<file path="src/rtl/sdram_read.sv">
// ---------------------------------------------------------------------------
// sdram_read -- burst read engine for a single-bank SDRAM port.
//
// A one-cycle rd_trig starts a transaction of rd_len 4-word bursts from a
// 4-word aligned word address. The engine asks the arbiter for the bus,
// opens the row (ACT + tRCD), streams READ commands every 4 cycles, and
// closes the row (PRE + tRP). It releases the bus between rows when the
// grant is lost, and re-opens the next row by itself when a burst
// crosses a row boundary.
//
// Ports
//   sclk, srst_n       clock (rising edge), asynchronous active-low reset
//   rd_en              arbiter grant
//   flag_rd_ask        bus request (state is ASK)
//   flag_rd_end        one-cycle pulse when the bus is handed back
//   rd_trig            start pulse
//   rd_len             number of 4-word bursts
//   rd_addr            start word address {row[11:0], col[8:0]}
//   sdram_dq_in        data from the SDRAM
//   rd_data            registered read data
//   rd_data_vld        rd_data qualifier
//   sdram_cmd          registered {CS,RAS,CAS,WE}
//   sdram_addr         registered SDRAM address bus
//   sdram_bank         bank select, always bank 0
//   busy               engine is not idle
// ---------------------------------------------------------------------------
module sdram_read #(
    parameter int CAS_LAT = 3,   // 2 or 3
    parameter int DATA_W  = 16
) (
    input  logic              sclk,
    input  logic              srst_n,
    input  logic              rd_en,
    output logic              flag_rd_ask,
    output logic              flag_rd_end,
    input  logic              rd_trig,
    input  logic [7:0]        rd_len,
    input  logic [20:0]       rd_addr,
    input  logic [DATA_W-1:0] sdram_dq_in,
    output logic [DATA_W-1:0] rd_data,
    output logic              rd_data_vld,
    output logic [3:0]        sdram_cmd,
    output logic [11:0]       sdram_addr,
    output logic [1:0]        sdram_bank,
    output logic              busy
);

    localparam logic [4:0] S_IDLE = 5'b00001;
    localparam logic [4:0] S_ASK  = 5'b00010;
    localparam logic [4:0] S_ACT  = 5'b00100;
    localparam logic [4:0] S_RD   = 5'b01000;
    localparam logic [4:0] S_PRE  = 5'b10000;

    localparam logic [3:0] CMD_NOP  = 4'b0111;
    localparam logic [3:0] CMD_ACT  = 4'b0011;
    localparam logic [3:0] CMD_READ = 4'b0101;
    localparam logic [3:0] CMD_PRE  = 4'b0010;

    logic [4:0]  state, state_nx;
    logic        phase, phase_nx;        // second cycle of ACT / PRE
    logic [1:0]  burst_cnt, burst_nx;
    logic [11:0] row, row_nx;
    logic [8:0]  col, col_nx;
    logic [7:0]  remaining, rem_nx;
    logic        row_cross, cross_nx;
    logic        end_nx;
    logic [3:0]  cmd_nx;
    logic [11:0] addr_nx;
    logic [9:0]  col_sum;

    assign col_sum     = {1'b0, col} + 10'd4;
    assign flag_rd_ask = (state == S_ASK);
    assign busy        = (state != S_IDLE);
    assign sdram_bank  = 2'b00;

    always_comb begin
        state_nx = state;
        phase_nx = phase;
        burst_nx = burst_cnt;
        row_nx   = row;
        col_nx   = col;
        rem_nx   = remaining;
        cross_nx = row_cross;
        end_nx   = 1'b0;
        case (state)
            S_IDLE: begin
                if (rd_trig && rd_len != 8'd0) begin
                    row_nx   = rd_addr[20:9];
                    col_nx   = rd_addr[8:0];
                    rem_nx   = rd_len;
                    state_nx = S_ASK;
                end
            end
            S_ASK: begin
                if (rd_en) begin
                    state_nx = S_ACT;
                    phase_nx = 1'b0;
                end
            end
            S_ACT: begin
                if (!phase) begin
                    phase_nx = 1'b1;
                end else begin
                    state_nx = S_RD;
                    burst_nx = 2'd0;
                end
            end
            S_RD: begin
                // burst_cnt wraps 3->0, which starts the next burst
                burst_nx = burst_cnt + 2'd1;
                if (burst_cnt == 2'd1) begin
                    rem_nx = remaining - 8'd1;
                    col_nx = col_sum[8:0];
                    if (col_sum[9]) cross_nx = 1'b1;
                end
                if (burst_cnt == 2'd3 &&
                    (remaining == 8'd0 || row_cross || !rd_en)) begin
                    state_nx = S_PRE;
                    phase_nx = 1'b0;
                end
            end
            S_PRE: begin
                if (!phase) begin
                    phase_nx = 1'b1;
                end else begin
                    if (row_cross) begin
                        row_nx   = row + 12'd1;
                        cross_nx = 1'b0;
                    end
                    if (remaining == 8'd0) begin
                        state_nx = S_IDLE;
                        end_nx   = 1'b1;
                    end else if (rd_en) begin
                        state_nx = S_ACT;
                        phase_nx = 1'b0;
                    end else begin
                        state_nx = S_ASK;
                        end_nx   = 1'b1;
                    end
                end
            end
            default: state_nx = S_IDLE;
        endcase
    end

    // Command is decoded from the next state so that the registered
    // sdram_cmd lines up with the state it belongs to.
    always_comb begin
        cmd_nx  = CMD_NOP;
        addr_nx = 12'h000;
        if (state_nx == S_ACT && !phase_nx) begin
            cmd_nx  = CMD_ACT;
            addr_nx = row_nx;
        end else if (state_nx == S_RD && burst_nx == 2'd0) begin
            cmd_nx  = CMD_READ;
            addr_nx = {3'b000, col_nx};
        end else if (state_nx == S_PRE && !phase_nx) begin
            cmd_nx  = CMD_PRE;
            addr_nx = 12'h400;
        end
    end

    always_ff @(posedge sclk or negedge srst_n) begin
        if (!srst_n) begin
            state       <= S_IDLE;
            phase       <= 1'b0;
            burst_cnt   <= 2'd0;
            row         <= 12'h000;
            col         <= 9'h000;
            remaining   <= 8'd0;
            row_cross   <= 1'b0;
            flag_rd_end <= 1'b0;
            sdram_cmd   <= CMD_NOP;
            sdram_addr  <= 12'h000;
        end else begin
            state       <= state_nx;
            phase       <= phase_nx;
            burst_cnt   <= burst_nx;
            row         <= row_nx;
            col         <= col_nx;
            remaining   <= rem_nx;
            row_cross   <= cross_nx;
            flag_rd_end <= end_nx;
            sdram_cmd   <= cmd_nx;
            sdram_addr  <= addr_nx;
        end
    end

    // ---- stage p0: READ issue history, bit k = READ seen k+1 cycles ago.
    // Data returns CAS_LAT cycles after the READ and lasts 4 words, so the
    // capture window is bits CAS_LAT-1 .. CAS_LAT+2.
    logic [CAS_LAT+2:0] rd_vld_sr_p0;
    logic               cap_vld_p0;

    assign cap_vld_p0 = |rd_vld_sr_p0[CAS_LAT+2:CAS_LAT-1];

    always_ff @(posedge sclk or negedge srst_n) begin
        if (!srst_n) begin
            rd_vld_sr_p0 <= '0;
        end else begin
            rd_vld_sr_p0 <= {rd_vld_sr_p0[CAS_LAT+1:0], (sdram_cmd == CMD_READ)};
        end
    end

    // ---- stage p1: registered read data and valid
    always_ff @(posedge sclk or negedge srst_n) begin
        if (!srst_n) begin
            rd_data     <= '0;
            rd_data_vld <= 1'b0;
        end else begin
            rd_data_vld <= cap_vld_p0;
            if (cap_vld_p0) rd_data <= sdram_dq_in;
        end
    end

endmodule

</file>
<file path="config.mk">
export PLATFORM = sky130hd
export DESIGN_NAME = sdram_read
export DESIGN_NICKNAME = d
export VERILOG_FILES = /design/src/rtl/sdram_read.sv
export SDC_FILE = /design/constraint.sdc
export NUM_CORES = 1
export LEC_CHECK = 0
export BUFFER_PORTS_ARGS = -buffer_cell sky130_fd_sc_hd__clkbuf_2
export CORE_MARGIN = 2
export CORE_UTILIZATION = 45
export DETAILED_ROUTE_END_ITERATION = 10
export GPL_TIMING_DRIVEN = 1
export PLACE_DENSITY_LB_ADDON = 0.2
export SYNTH_ARGS = -nofsm -noshare
export SYNTH_HDL_FRONTEND = slang
export SYNTH_SLANG_ARGS = --single-unit
</file>
<file path="constraint.sdc">
create_clock -name sclk -period 3.21 [get_ports sclk]
set_input_delay 0.321 -clock sclk [delete_from_list [all_inputs] [get_ports sclk]]
set_output_delay 0.321 -clock sclk [all_outputs]
set_load 0.05 [all_outputs]
</file>
## Yosys cells after proc, flatten, opt, wreduce, memory -nomap -nowiden

Index checks and enable logic that the tools add are counted.

- Add/subtract/negate cells: 4
- Equal/unequal tests: 16
- Mux-type cells: 38
- Reduce and logical (&&, ||, !) cells: 17

Operators with widths:

| operator | number |
|---|---|
| two-way mux 12 bit | 4 |
| two-way mux 5 bit | 5 |
| case mux 5 bit (5 select lines) | 1 |
| case mux 12 bit (2 select lines) | 1 |
| two-way mux 11 bit | 2 |
| two-way mux 9 bit | 2 |
| case mux 9 bit (2 select lines) | 1 |
| two-way mux 8 bit | 2 |
| case mux 8 bit (2 select lines) | 1 |
| two-way mux 3 bit | 5 |
| adder 12 x 1 -> 12 bit, second input constant | 1 |
| adder 9 x 3 -> 10 bit, second input constant | 1 |
| equality test 5 x 3 -> 1 bit, second input constant | 2 |
| equality test 5 x 4 -> 1 bit, second input constant | 2 |
| equality test 5 bit, second input constant | 2 |
| two-way mux 1 bit | 10 |
| zero test 8 bit | 1 |
| inequality test 2 bit, second input constant | 4 |
| nonzero test 8 bit | 1 |
| subtractor 8 x 1 -> 8 bit, second input constant | 1 |
| equality test 5 x 1 -> 1 bit, second input constant | 1 |
| equality test 5 x 2 -> 1 bit, second input constant | 1 |
| logical AND 1 bit | 5 |
| inequality test 5 x 1 -> 1 bit, second input constant | 1 |
| 15 further kinds | 18 |

- Bits in registers: 78
- Input bits: 49
- Output and inout port bits: 38
- Logic and storage cells: 88

## Logic depth before layout (Yosys ltp)

Gate-level depths: netlist (run 1).

- Word-level depth: 11
- Depth in mapped cells: 10
- Gate-level depth less buffers: 8

## Worst setup path before layout (run 1)

No wires, ideal clock.

- Path type: reg2reg
- From: register remaining[0]
- To: register sdram_addr[10]
- Setup time: 69 ps
- Arrival time: 2273 ps
- Data required time: 3141 ps
- Path slack: 868 ps
- Stages on the path, launching flop included: 9
- Buffers on the path: 0
- Clock period less this slack: 2342 ps
- Path through: dfrtp_1 -> inv_1 -> ha_1 -> or4b_4 -> o21ai_4 -> nor4_1 -> a2111o_1 -> or4b_4 -> nor2b_2

- Longest elaborated chain between the ends: 11
- Elaborated cells between the ends (all ways): 22
- Classes of those cells: eq/ne (3); mux (11); reduce/logical (8)

Ends and longest elaborated chain:

| what | RTL line | source |
|---|---|---|
| start: declaration | 64 | `logic [7:0] remaining, rem_nx;` |
| start signal: assignment | 181 | `remaining <= rem_nx;` |
| zero test 8 bit * | 117, 130 |  |
| logical OR 1 bit (2 in a row) | 117 | `(remaining == 8'd0 \|\| row_cross \|\| !rd_en)) begin` |
| logical AND 1 bit | 116 | `if (burst_cnt == 2'd3 &&` |
| two-way mux 1 bit | 116 |  |
| case mux 1 bit (4 select lines) * | 85 | `case (state)` |
| via phase_nx | 60 | `logic phase, phase_nx;` |
| zero test 1 bit * | 151, 157 |  |
| logical AND 1 bit | 157 | `end else if (state_nx == S_PRE && !phase_nx) begin` |
| two-way mux 11 bit | 157 |  |
| two-way mux 11 bit | 154 | `end else if (state_nx == S_RD && burst_nx == 2'd0) begin` |
| two-way mux 12 bit * | 151 | `if (state_nx == S_ACT && !phase_nx) begin` |
| via addr_nx[10] | 68 | `logic [11:0] addr_nx;` |
| end signal: assignment | 185 | `sdram_addr <= addr_nx;` |
| end: declaration | 43 | `output logic [11:0] sdram_addr,` |

Mark *: on every way through the listed nets, which the timed path passes. The rest lies on a longest branch.
A chain may end at the register's enable or synchronous reset.

## Final worst setup path (run 1)

Ends and elaborated chain as after synthesis.

==> summary.txt, run 1 <==
Synthesis
  • Simple-Gate Fraction of Synth Area: 19.0%
  • Distinct cells, synth: 56
  • Top_reg_cell synth: dfrtp_1
  • Syn Inst Count: 366
  • Asr flop ratio synth: 100%
  • XOR/XNOR Fraction of Synth Area: 0%
  • Compound-Gate Fraction of Synth Area: between 10% and 20%
  • Syn Area/Cell: a little over 10 sq um
  • Sequential fraction of the synthesis area: 52.0%
  • Largest family of logic cells by synthesized area: simple AND/OR/NAND/NOR gates
  • Post-synthesis mux area share: 5.96%
  • Synth Area in Adders: 1.68%
  • Synthesized area: about 3700 sq um
  • Synth Register Bits: just under 80
  • Ys Warns: 0
  • Post-synth EDFFs: 0

Timing
  • Final TNS setup: 0 ns
  • Final Max Slew Viols: 0
  • Final min period: roughly 2.5 ns
  • Final Hold Viols: 0
  • Final setup violation count: 0
  • Worst-Margin Slew: a little under 1 ns
  • Worst setup margin: 0.746 ns
  • Worst slew margin relative to its limit: 35.8%
  • Worst Clk Skew: approximately 0.014 ns
  • Fin crit share: 76.7%
  • Fmax: around 400 MHz
  • RSZ-0062 raised after global routing: false

Drt
  • DRT Wirelength: 8.79 mm
  • Via count: ~3100
  • Initial drt markers: 270
  • DR pass1 iterations: 5
  • DR vias/cell: about 5.6
  • DRC viols: 0
  • Post-DRT Antenna Nets: 0
  • WL/cell: 15.7 microns

Cells and area
  • Share of layout cells above drive strength 1: 29.7%
  • Antenna cells: 0
  • Final Cell Area: 4450 sq um
  • Final net count: 503
  • Register area: 1930 sq um
  • Area Overhead vs Synth: 19.6%
  • Area of the multi-input gates: about 1700 sq um
  • Fill cell total of the finished layout: about 750

Power
  • Switching Fraction: 43.1%
  • Power share of the combinational group: about two fifths
  • Sw power: 1.75 mW
  • Power per cell area: 911 nW/um^2
  • Int Pwr: approximately 2.3 mW
  • Clock power frac: 19.2%
  • Leak Pwr: 2.13 nW
  • Register share of total power: 39.3%
  • Max VDD drop: 0.387 mV

Setup path
  • Crit path from: remaining[0]
  • Max FO, Critical Path: 5
  • Reg-to-reg critical path startpoint: remaining[0]
  • Critical Path End Type: flop
  • Critical Path RT: 3.49 ns
  • Buffers & Inverters on Critical Path: 1
  • Crit Path Class: reg2reg
  • CP top delay family: simple AND/OR/NAND/NOR gates
  • Critical path arrival: 2.74 ns
  • CP startpoint kind: flop
  • Critical path's slowest cell: or4b_4
  • Crit-path most repeated cell: or4b_4
  • Max stage delay on crit path: 0.51 ns
  • Cells along the critical path: inv_1, ha_1, or4b_4, o21ai_4, nor4_1, a2111o_1, or4b_4, nor2b_2

Run
  • Max cap viols: 0

Clocking
  • Maximum root-to-sink buffer count: 2
  • CTS tree: yes
  • Number of H-tree levels: 3
  • Clock latency on the worst-skew pair: around 0.35 ns
  • Cts hold-fix bufs: 0
  • CTS buffer count: 9
  • Root Buffer: clkbuf_8
  • Clk slew on worst S/H paths: roughly 0.080 ns
  • Post-CTS Setup Bufs: 0
  • Post_cts resized: 0
  • Sink Count: 77

Min path
  • Type of the worst min-delay path: in2async

Floorplan
  • Die area: 9000 sq um
  • Core ar.: 8090 sq um
  • Die Span Y: 94.9 microns
  • Chip width: between 90 and 100 microns
  • Cell Rows: 33
  • I/O Pins: 87
  • Initial Utilization: 45.9%

Global route
  • Vias in the first global route: 2823
  • Residual overflow from global routing: 0
  • Largest net degree at the start of global routing: 78
  • First-pass GRT wire length: ~14 mm
  • Initial antenna violation count: 0
  • GRT Overall Usage: approximately a fifth

Placement
  • Area post-placement: 4240 sq um
  • HPWL after detailed placement: about 6.5 mm
  • # port buffers: 83
  • Routability cong.: 0.902
  • Place WS: around 0.76 ns

Outcome
  • Status: finished clean
cell families (layout without fill, tap and decap cells):
group,Yosys count,after routing
adder cells (fa/ha/maj),5,5
buffers and inverters,35,121
AND/OR/NAND/NOR,137,137
multiplexers,20,20
AO/OA/AOI/OAI,91,91
other,1,3
flip-flops,77,77
per-layer routing:
layer | vias to the layer above | GRT usage [%] | wire length, microns
met4 | 0 | 6.16 | 112
li1 | 1509 | - | -
met5 | - | 0 | 0
met3 | 8 | 5.19 | 626
met2 | 131 | 31.3 | 3920
met1 | 1479 | 29.3 | 4130
state kept, by name, indices dropped and copies added, names as in the netlist, 2 cells and up:
| name | count |
|---|---|
| sdram_addr | 12 |
| burst_cnt | 2 |
| sdram_cmd | 3 |
| state | 5 |
| remaining | 8 |
| rd_vld_sr_p0 | 6 |
| col | 9 |
| row | 12 |
| rd_data | 16 |
power by group through the flow:
stage	combinational [mW]	sequential, mW	clock (mW)
floorplan	0.866	1.97	0
global placement	1.67	1.60	0
detailed placement	1.68	1.60	0
CTS	1.69	1.59	0.796
global route	1.83	1.64	0.844
finish	1.68	1.59	0.779
layout by cell type (no fill, tap or decap), types with 3 or more instances in the layout:
cell type / synthesis / final
a21o_1: 4 / 4
o21ai_0: 30 / 30
a31oi_1: 3 / 3
a32o_1: 7 / 7
conb_1: 1 / 3
nand4_1: 4 / 4
o211ai_1: 4 / 4
a22oi_1: 4 / 4
or3_1: 3 / 3
dfrtp_1: 73 / 73
nor2b_1: 6 / 6
dfstp_2: 4 / 4
clkbuf_2: 0 / 82
nand3_1: 15 / 15
nor3_1: 11 / 11
inv_1: 15 / 15
mux2i_1: 3 / 3
ha_1: 5 / 5
nor2_1: 28 / 28
nand2_1: 36 / 36
nor4_1: 6 / 5
a221o_1: 9 / 9
buf_4: 3 / 7
mux2_2: 17 / 17
a21oi_1: 12 / 12
clkbuf_8: 0 / 9
and3_1: 7 / 7
worst register-to-register path, cell delays in order (launching register included):
cell and delay [ns]:
dfrtp_1 0.41, inv_1 0.07, ha_1 0.17, or4b_4 0.51
o21ai_4 0.20, nor4_1 0.07, a2111o_1 0.37, or4b_4 0.50
nor2b_2 0.11
final timing paths:
check	endpoint	slack, ns	cells past startpoint
worst min-delay path	rd_vld_sr_p0[4]	0.11	1
max in group asynchronous	sdram_addr[2]	2.45	1
worst min register to register	rd_vld_sr_p0[2]	0.35	0
worst max register to register	sdram_addr[10]	0.75	8
worst max-delay path	sdram_addr[10]	0.75	8
min in group sclk	col[0]	0.19	3
Yosys cell counts, types with 5 or more instances:
cell      instances  area, sq um
nor3_1           11         55.1
ha_1              5         62.6
o21ai_0          30          150
nand2_1          36          135
mux2_2           17          191
and3_1            7         43.8
a32o_1            7         70.1
nand3_1          15         75.1
nor2b_1           6         37.5
nor4_1            6         37.5
dfrtp_1          73         1830
nor2_1           28          105
a21oi_1          12         60.1
a221o_1           9         90.1
clkbuf_1         12         45.0
inv_1            15         56.3
cell type report:
cell class                      instances  area share (%)
Tap cell                              105            2.95
Clock buffer                           11            2.95
Multi-Input combinational cell        256            37.1
Sequential cell                        77            43.4
Inverter                               16            1.35
Timing Repair Buffer                   89            10.4
Clock inverter                          5            1.74
through the flow:
step                total power [mW]  utilization [%]  hold slack [ns]  std cells
finish                          4.05             54.9            0.114        559
floorplan                       2.84                -           0.0254        368
CTS                             4.07             54.9            0.170        559
detailed placement              3.28             52.4            0.343        543
global placement                3.27             52.4            0.336        543
global route                    4.32             54.9            0.180        559
Power figures use the tool's default switching activity.
==> run 2: changes to the inputs <==
- clock period: 3.21 -> 2.55 ns (I/O delays scaled with it)
==> run 2 against run 1 <==
First-iteration DRC count down 7.4%. Clock power up 20%. Cell count increased by 1.3%. Clock skew decreased by 0.0026 ns. Global-route usage is 0.42 points higher. Critical path depth did not move. Maximum frequency is 0.61% higher. Register-to-register slack worse by 0.64 ns. Sequential cell count stayed put. Power increased by 26%. Sequential power up 26%. Count of clock-buffer cells in the layout rose by 1. Critical endpoint unchanged.
==> summary.txt, run 2 (same netlist as run 1, synthesis figures left out) <==
Power
  • Max VDD drop: 0.690 mV (+78%)
  • Power share of the combinational group: 42.3% (+0.9 points)
  • Pwr Total: 5.11 mW (+26%)
  • Int Pwr: 2.89 mW (+25%)
  • Clock power frac: 18.3% (-0.9 points)
  • Register share of total power: 39.3% (about the same)
  • Switching Fraction: 43.5% (+0.39 points)
  • Sw power: 2.23 mW (+27%)
  • Power per cell area: 1130 nW/um^2 (+24%)
  • Leak Pwr: 2.17 nW (+1.7%)

Clocking
  • CTS buffer count: 9 (unchanged)
  • Number of H-tree levels: 3 (unchanged)
  • Maximum root-to-sink buffer count: 2 (unchanged)
  • Post-CTS Setup Bufs: 0 (unchanged)
  • Root Buffer: clkbuf_8
  • Clock latency on the worst-skew pair: 0.35 ns (about the same)
  • Clk slew on worst S/H paths: 0.08 ns (about the same)
  • CTS tree: yes
  • Sink Count: 77 (unchanged)

Min path
  • Type of the worst min-delay path: in2reg
  • Critical hold path startpoint: rd_addr[0]
  • Min-Delay Path Depth: 3

Timing
  • Worst slew margin relative to its limit: 64.8% (+29 points)
  • Final Hold Viols: 0 (unchanged)
  • Fmax: 408 MHz (+0.61%)
  • Final min period: 2.45 ns (-0.0150 ns)
  • Final Max Slew Viols: 0 (unchanged)
  • Final TNS setup: 0 ns (unchanged)
  • Worst Clk Skew: 0.0112 ns (-0.00257 ns)
  • Worst-Margin Slew: 0.523 ns (-0.441 ns)
  • Fin crit share: 96.0% (+19 points)
  • RSZ-0062 raised after global routing: true
  • Final setup violation count: 0 (unchanged)

Drt
  • DR vias/cell: 5.57 (-0.42%)
  • DRT Wirelength: 8.89 mm (+1.1%)
  • WL/cell: 15.7 microns (-0.14%)
  • Initial drt markers: 250 (-7.4%)
  • DR pass1 iterations: 5 (unchanged)
  • Post-DRT Antenna Nets: 0 (unchanged)
  • DRC viols: 0 (unchanged)
  • Via count: 3153 (+0.83%)

Setup path
  • Crit-path most repeated cell: or4b_4
  • Max stage delay on crit path: 0.51 ns (about the same)
  • Crit path from: remaining[0]
  • Reg-to-reg critical path startpoint: remaining[0]
  • Max FO, Critical Path: 5 (unchanged)
  • FF-to-FF path depth: 8 (unchanged)
  • Critical path arrival: 2.73 ns (about the same)
  • Critical path's slowest cell: or4b_4
  • Critical Path RT: 2.83 ns (-0.66 ns)
  • Cells along the critical path: inv_1, ha_2, or4b_4, o21ai_4, nor4_2, a2111o_1, or4b_4, nor2b_2
  • Critical Path End Type: flop
  • Crit Path Class: reg2reg
  • CP startpoint kind: flop

Global route
  • GRT Overall Usage: 21.1% (+0.42 points)
  • Residual overflow from global routing: 0 (unchanged)
  • Vias in the first global route: 3021 (+7.0%)
  • Largest net degree at the start of global routing: 42 (-46%)
  • Initial antenna violation count: 0 (unchanged)
  • First-pass GRT wire length: 14.5 mm (+2.6%)

Floorplan
  • Die area: 9000 sq um (unchanged)
  • Chip width: 94.9 microns (unchanged)
  • Die Span Y: 94.9 microns (unchanged)
  • Cell Rows: 33 (unchanged)
  • I/O Pins: 87 (unchanged)
  • Initial Utilization: 45.9% (unchanged)
  • Core ar.: 8090 sq um (unchanged)

Placement
  • HPWL after detailed placement: 6.56 mm (+1.6%)
  • # port buffers: 83 (unchanged)
  • Routability cong.: 0.853 (-5.4%)

Run
  • Max cap viols: 0 (unchanged)

Cells and area
  • Area Overhead vs Synth: 21.5%
  • Top Registers: rd_data (16), row (12), sdram_addr (12)
  • Final net count: 510 (+1.4%)
  • Max reg flops: 16 (unchanged)
  • Top reg by flops: rd_data
  • Most frequent cells in the layout: 82 x clkbuf_2, 73 x dfrtp_1, 36 x nand2_1
  • Fill cell total of the finished layout: 760 (+0.80%)
  • Commonest non-fill, non-tap cell in the layout: clkbuf_2
  • Antenna cells: 0 (unchanged)
  • Share of layout cells above drive strength 1: 31.2% (+1.5 points)
  • Final core occ: 55.8% (+0.87 points)

Outcome
  • Status: finished clean
==> run 2: per-stage QoR <==
step	instances	cell area, sq um	hold slack [ns]	worst slack, ns
after global routing	566	4520	0.125	-0.0223
after floorplan	368	3720	-0.0406	0.208
after CTS	566	4510	0.114	0.0675
final	566	4520	0.121	0.101
after global placement	549	4300	0.250	0.148
after detailed placement	549	4300	0.252	0.0929
==> run 2: layout make-up <==
class	count	area, sq um	area share (%)
clock inverters	4	47.5	1.05
inverters	16	60.1	1.33
repair buffers	96	531	11.7
clock buffers	12	155	3.43
multi-input cells	256	1660	36.8
well taps	105	131	2.91
flip-flops and latches	77	1930	42.8
==> run 2: power by group through the flow <==
stage	combinational [mW]	sequential [mW]	clock, mW
6_report	2.17	2.01	0.938
3_5_place_dp	2.17	2.02	0
4_1_cts	2.17	2.00	0.960
2_1_floorplan	1.09	2.48	0
3_3_place_gp	2.13	2.00	0
5_1_grt	2.35	2.08	1.02
==> run 2: routing by layer <==
| layer | track usage (%) | vias to the layer above | routed length, microns |
|---|---|---|---|
| li1 | - | 1519 | - |
| met4 | 9.06 | 0 | 158 |
| met3 | 4.15 | 16 | 578 |
| met1 | 28.5 | 1502 | 4110 |
| met2 | 33.0 | 116 | 4040 |
| met5 | 0 | - | 0 |
==> run 2: final timing paths <==
check,endpoint,slack [ns]
max,sdram_addr[10],0.10
min,col[0],0.12
max reg2reg,sdram_addr[10],0.10
min reg2reg,rd_vld_sr_p0[2],0.35
max in group asynchronous,state[0],1.50
min in group asynchronous,rd_data[2],0.41
==> run 2: worst max-delay path: cells and delay by family, from the launching register on <==
kind / cells / cell delay (ns)
simple gates: 4 / 1.18
compound gates: 2 / 0.55
flops: 1 / 0.41
fa+ha+maj: 1 / 0.18
buf+inv: 1 / 0.07
==> run 2: what timing repair did <==
| item | CTS | global route |
|---|---|---|
| endpoints found under the hold margin | 36 | 0 |
| hold buffers | 1 | 0 |
| endpoints found under the setup margin | 0 | 1 |
| gates resized for setup | 0 | 2 |
==> run 3: changes to the inputs <==
- MAX_ROUTING_LAYER: unset -> met4
==> run 3 against run 2 <==
Worst setup slack got worse by 0.016 ns. Maximum frequency fell by 0.67%. First-iteration DRC count rose by 5.6%. Sequential share of layout area rose by 0.059 points. Critical endpoint unchanged.
==> summary.txt, run 3 (same netlist as run 1, synthesis figures left out) <==
Setup path
  • FF-to-FF path depth: 8 (unchanged)
  • Reg-to-reg critical path startpoint: remaining[0]
  • Crit-path most repeated cell: or4b_4
  • Reg-to-reg slack, setup: 0.08 ns (-0.02 ns)
  • Buffers & Inverters on Critical Path: 1 (unchanged)
  • Critical Path End Type: flop
  • Capturing point of the worst reg2reg path: sdram_addr[10]
  • Max FO, Critical Path: 5 (unchanged)
  • CP startpoint kind: flop
  • Critical path's slowest cell: or4b_4
  • Max stage delay on crit path: 0.51 ns (about the same)
  • Critical path arrival: 2.75 ns (+0.02 ns)
  • Critical Path RT: 2.83 ns (about the same)
  • Crit Path Class: reg2reg
  • CP top delay family: simple AND/OR/NAND/NOR gates
  • Cells along the critical path: inv_1, ha_2, or4b_4, o21ai_4, nor4_1, a2111o_1, or4b_4, nor2b_2

Power
  • Power per cell area: 1140 nW/um^2 (+0.61%)
  • Max VDD drop: 0.587 mV (-15%)
  • Sw power: 2.25 mW (+0.90%)
  • Leak Pwr: 2.17 nW (about the same)
  • Register share of total power: 39.2% (about the same)
  • Int Pwr: 2.89 mW (+0.14%)
  • Switching Fraction: 43.7% (+0.19 points)
  • Clock power frac: 18.6% (+0.3 points)
  • Power share of the combinational group: 42.2% (about the same)

Global route
  • Residual overflow from global routing: 0 (unchanged)
  • Largest net degree at the start of global routing: 78 (+86%)
  • First-pass GRT wire length: 14.6 mm (+0.29%)
  • GRT Overall Usage: 21.8% (+0.76 points)
  • Vias in the first global route: 3038 (+0.56%)
  • Initial antenna violation count: 0 (unchanged)

Cells and area
  • Antenna cells: 0 (unchanged)
  • Most frequent cells in the layout: 82 x clkbuf_2, 73 x dfrtp_1, 36 x nand2_1
  • Register area: 1930 sq um (unchanged)
  • Final net count: 511 (+0.20%)
  • Share of layout cells above drive strength 1: 31.6% (+0.37 points)
  • Max reg flops: 16 (unchanged)
  • Commonest non-fill, non-tap cell in the layout: clkbuf_2
  • Area of the multi-input gates: 1650 sq um (-0.38%)
  • Top Registers: rd_data (16), row (12), sdram_addr (12)
  • Top reg by flops: rd_data
  • Area Overhead vs Synth: 21.3%
  • Fill cell total of the finished layout: 736 (-3.2%)

Floorplan
  • Core ar.: 8090 sq um (unchanged)
  • Initial Utilization: 45.9% (unchanged)
  • I/O Pins: 87 (unchanged)
  • Chip width: 94.9 microns (unchanged)
  • Die area: 9000 sq um (unchanged)
  • Die Span Y: 94.9 microns (unchanged)
  • Cell Rows: 33 (unchanged)

Clocking
  • Clk slew on worst S/H paths: 0.08 ns (about the same)
  • CTS buffer count: 9 (unchanged)
  • CTS tree: yes
  • Number of H-tree levels: 3 (unchanged)
  • Clock latency on the worst-skew pair: 0.35 ns (about the same)
  • Maximum root-to-sink buffer count: 2 (unchanged)
  • Root Buffer: clkbuf_8
  • Sink Count: 77 (unchanged)

Timing
  • Worst setup margin: 0.0849 ns (-0.0165 ns)
  • Worst slew margin relative to its limit: 36.2% (-29 points)
  • Final setup violation count: 0 (unchanged)
  • Fmax: 406 MHz (-0.67%)
  • Hold slack: 0.0533 ns (-0.0674 ns)
  • Fin crit share: 96.7% (+0.65 points)
  • Final min period: 2.47 ns (+0.0165 ns)
  • Final Max Slew Viols: 0 (unchanged)
  • Final Hold Viols: 0 (unchanged)
  • Worst-Margin Slew: 0.957 ns (+0.435 ns)
  • RSZ-0062 raised after global routing: true
  • Worst Clk Skew: 0.00646 ns (-0.00475 ns)

Outcome
  • Status: finished clean

Drt
  • WL/cell: 15.8 microns (+0.65%)
  • Via count: 3135 (-0.57%)
  • Initial drt markers: 264 (+5.6%)
  • Post-DRT Antenna Nets: 0 (unchanged)
  • DR pass1 iterations: 5 (unchanged)
  • DRT Wirelength: 8.96 mm (+0.83%)
  • DRC viols: 0 (unchanged)
  • DR vias/cell: 5.53 (-0.75%)

Placement
  • # port buffers: 83 (unchanged)
  • Routability cong.: 0.889 (+4.1%)
  • Place WS: 0.0766 ns (-0.0163 ns)
  • HPWL after detailed placement: 6.56 mm (about the same)

Min path
  • Type of the worst min-delay path: in2async

Run
  • Max cap viols: 0 (unchanged)
## run 3: worst max path at each step
stage	end	slack (ns)	start	cells after the start
after floorplan	sdram_addr[10]	0.21	remaining[0]	8
after global placement	sdram_addr[10]	0.14	remaining[0]	8
after detailed placement	sdram_addr[10]	0.08	remaining[0]	8
after CTS	sdram_addr[10]	0.06	remaining[0]	8
after global routing	sdram_addr[10]	-0.01	remaining[0]	8
final	sdram_addr[10]	0.08	remaining[0]	8
## run 3: what timing repair did
| action | in CTS | in global routing |
|---|---|---|
| resized for setup | 0 | 1 |
| setup endpoints to repair | 0 | 1 |
| hold buffers | 0 | 0 |
| buffers inserted | 0 | 3 |
## run 3: layout make-up
| class | count | area share (%) |
|---|---|---|
| flip-flops and latches | 77 | 42.8 |
| multi-input cells | 256 | 36.7 |
| repair buffers | 97 | 11.6 |
| clock buffers | 11 | 3.36 |
| well taps | 105 | 2.91 |
| inverters | 16 | 1.33 |
| clock inverters | 5 | 1.30 |
## run 3: power groups by stage
stage / logic (mW) / registers, mW / clock network [mW]
CTS: 2.17 / 2.01 / 0.983
finish: 2.17 / 2.02 / 0.954
floorplan: 1.09 / 2.48 / 0
global placement: 2.13 / 2.00 / 0
detailed placement: 2.17 / 2.03 / 0
global route: 2.36 / 2.07 / 1.05
## run 3: routing by layer
| metal | vias up | global-route usage [%] | wire length [microns] |
|---|---|---|---|
| li1 | 1518 | - | - |
| met1 | 1491 | 28.5 | 4110 |
| met2 | 109 | 33.6 | 4150 |
| met3 | 17 | 3.75 | 513 |
| met4 | 0 | 9.42 | 190 |
| met5 | - | - | 0 |
## run 3: per-stage QoR
step	TNS [ns]	utilization, %	area, sq um	std cells	power, mW
finish	0	55.7	4510	567	5.14
global route	-0.0141	55.7	4510	567	5.48
CTS	0	55.4	4490	564	5.16
detailed placement	0	52.8	4280	548	4.20
global placement	0	52.8	4280	548	4.13
floorplan	0	-	3720	368	3.57
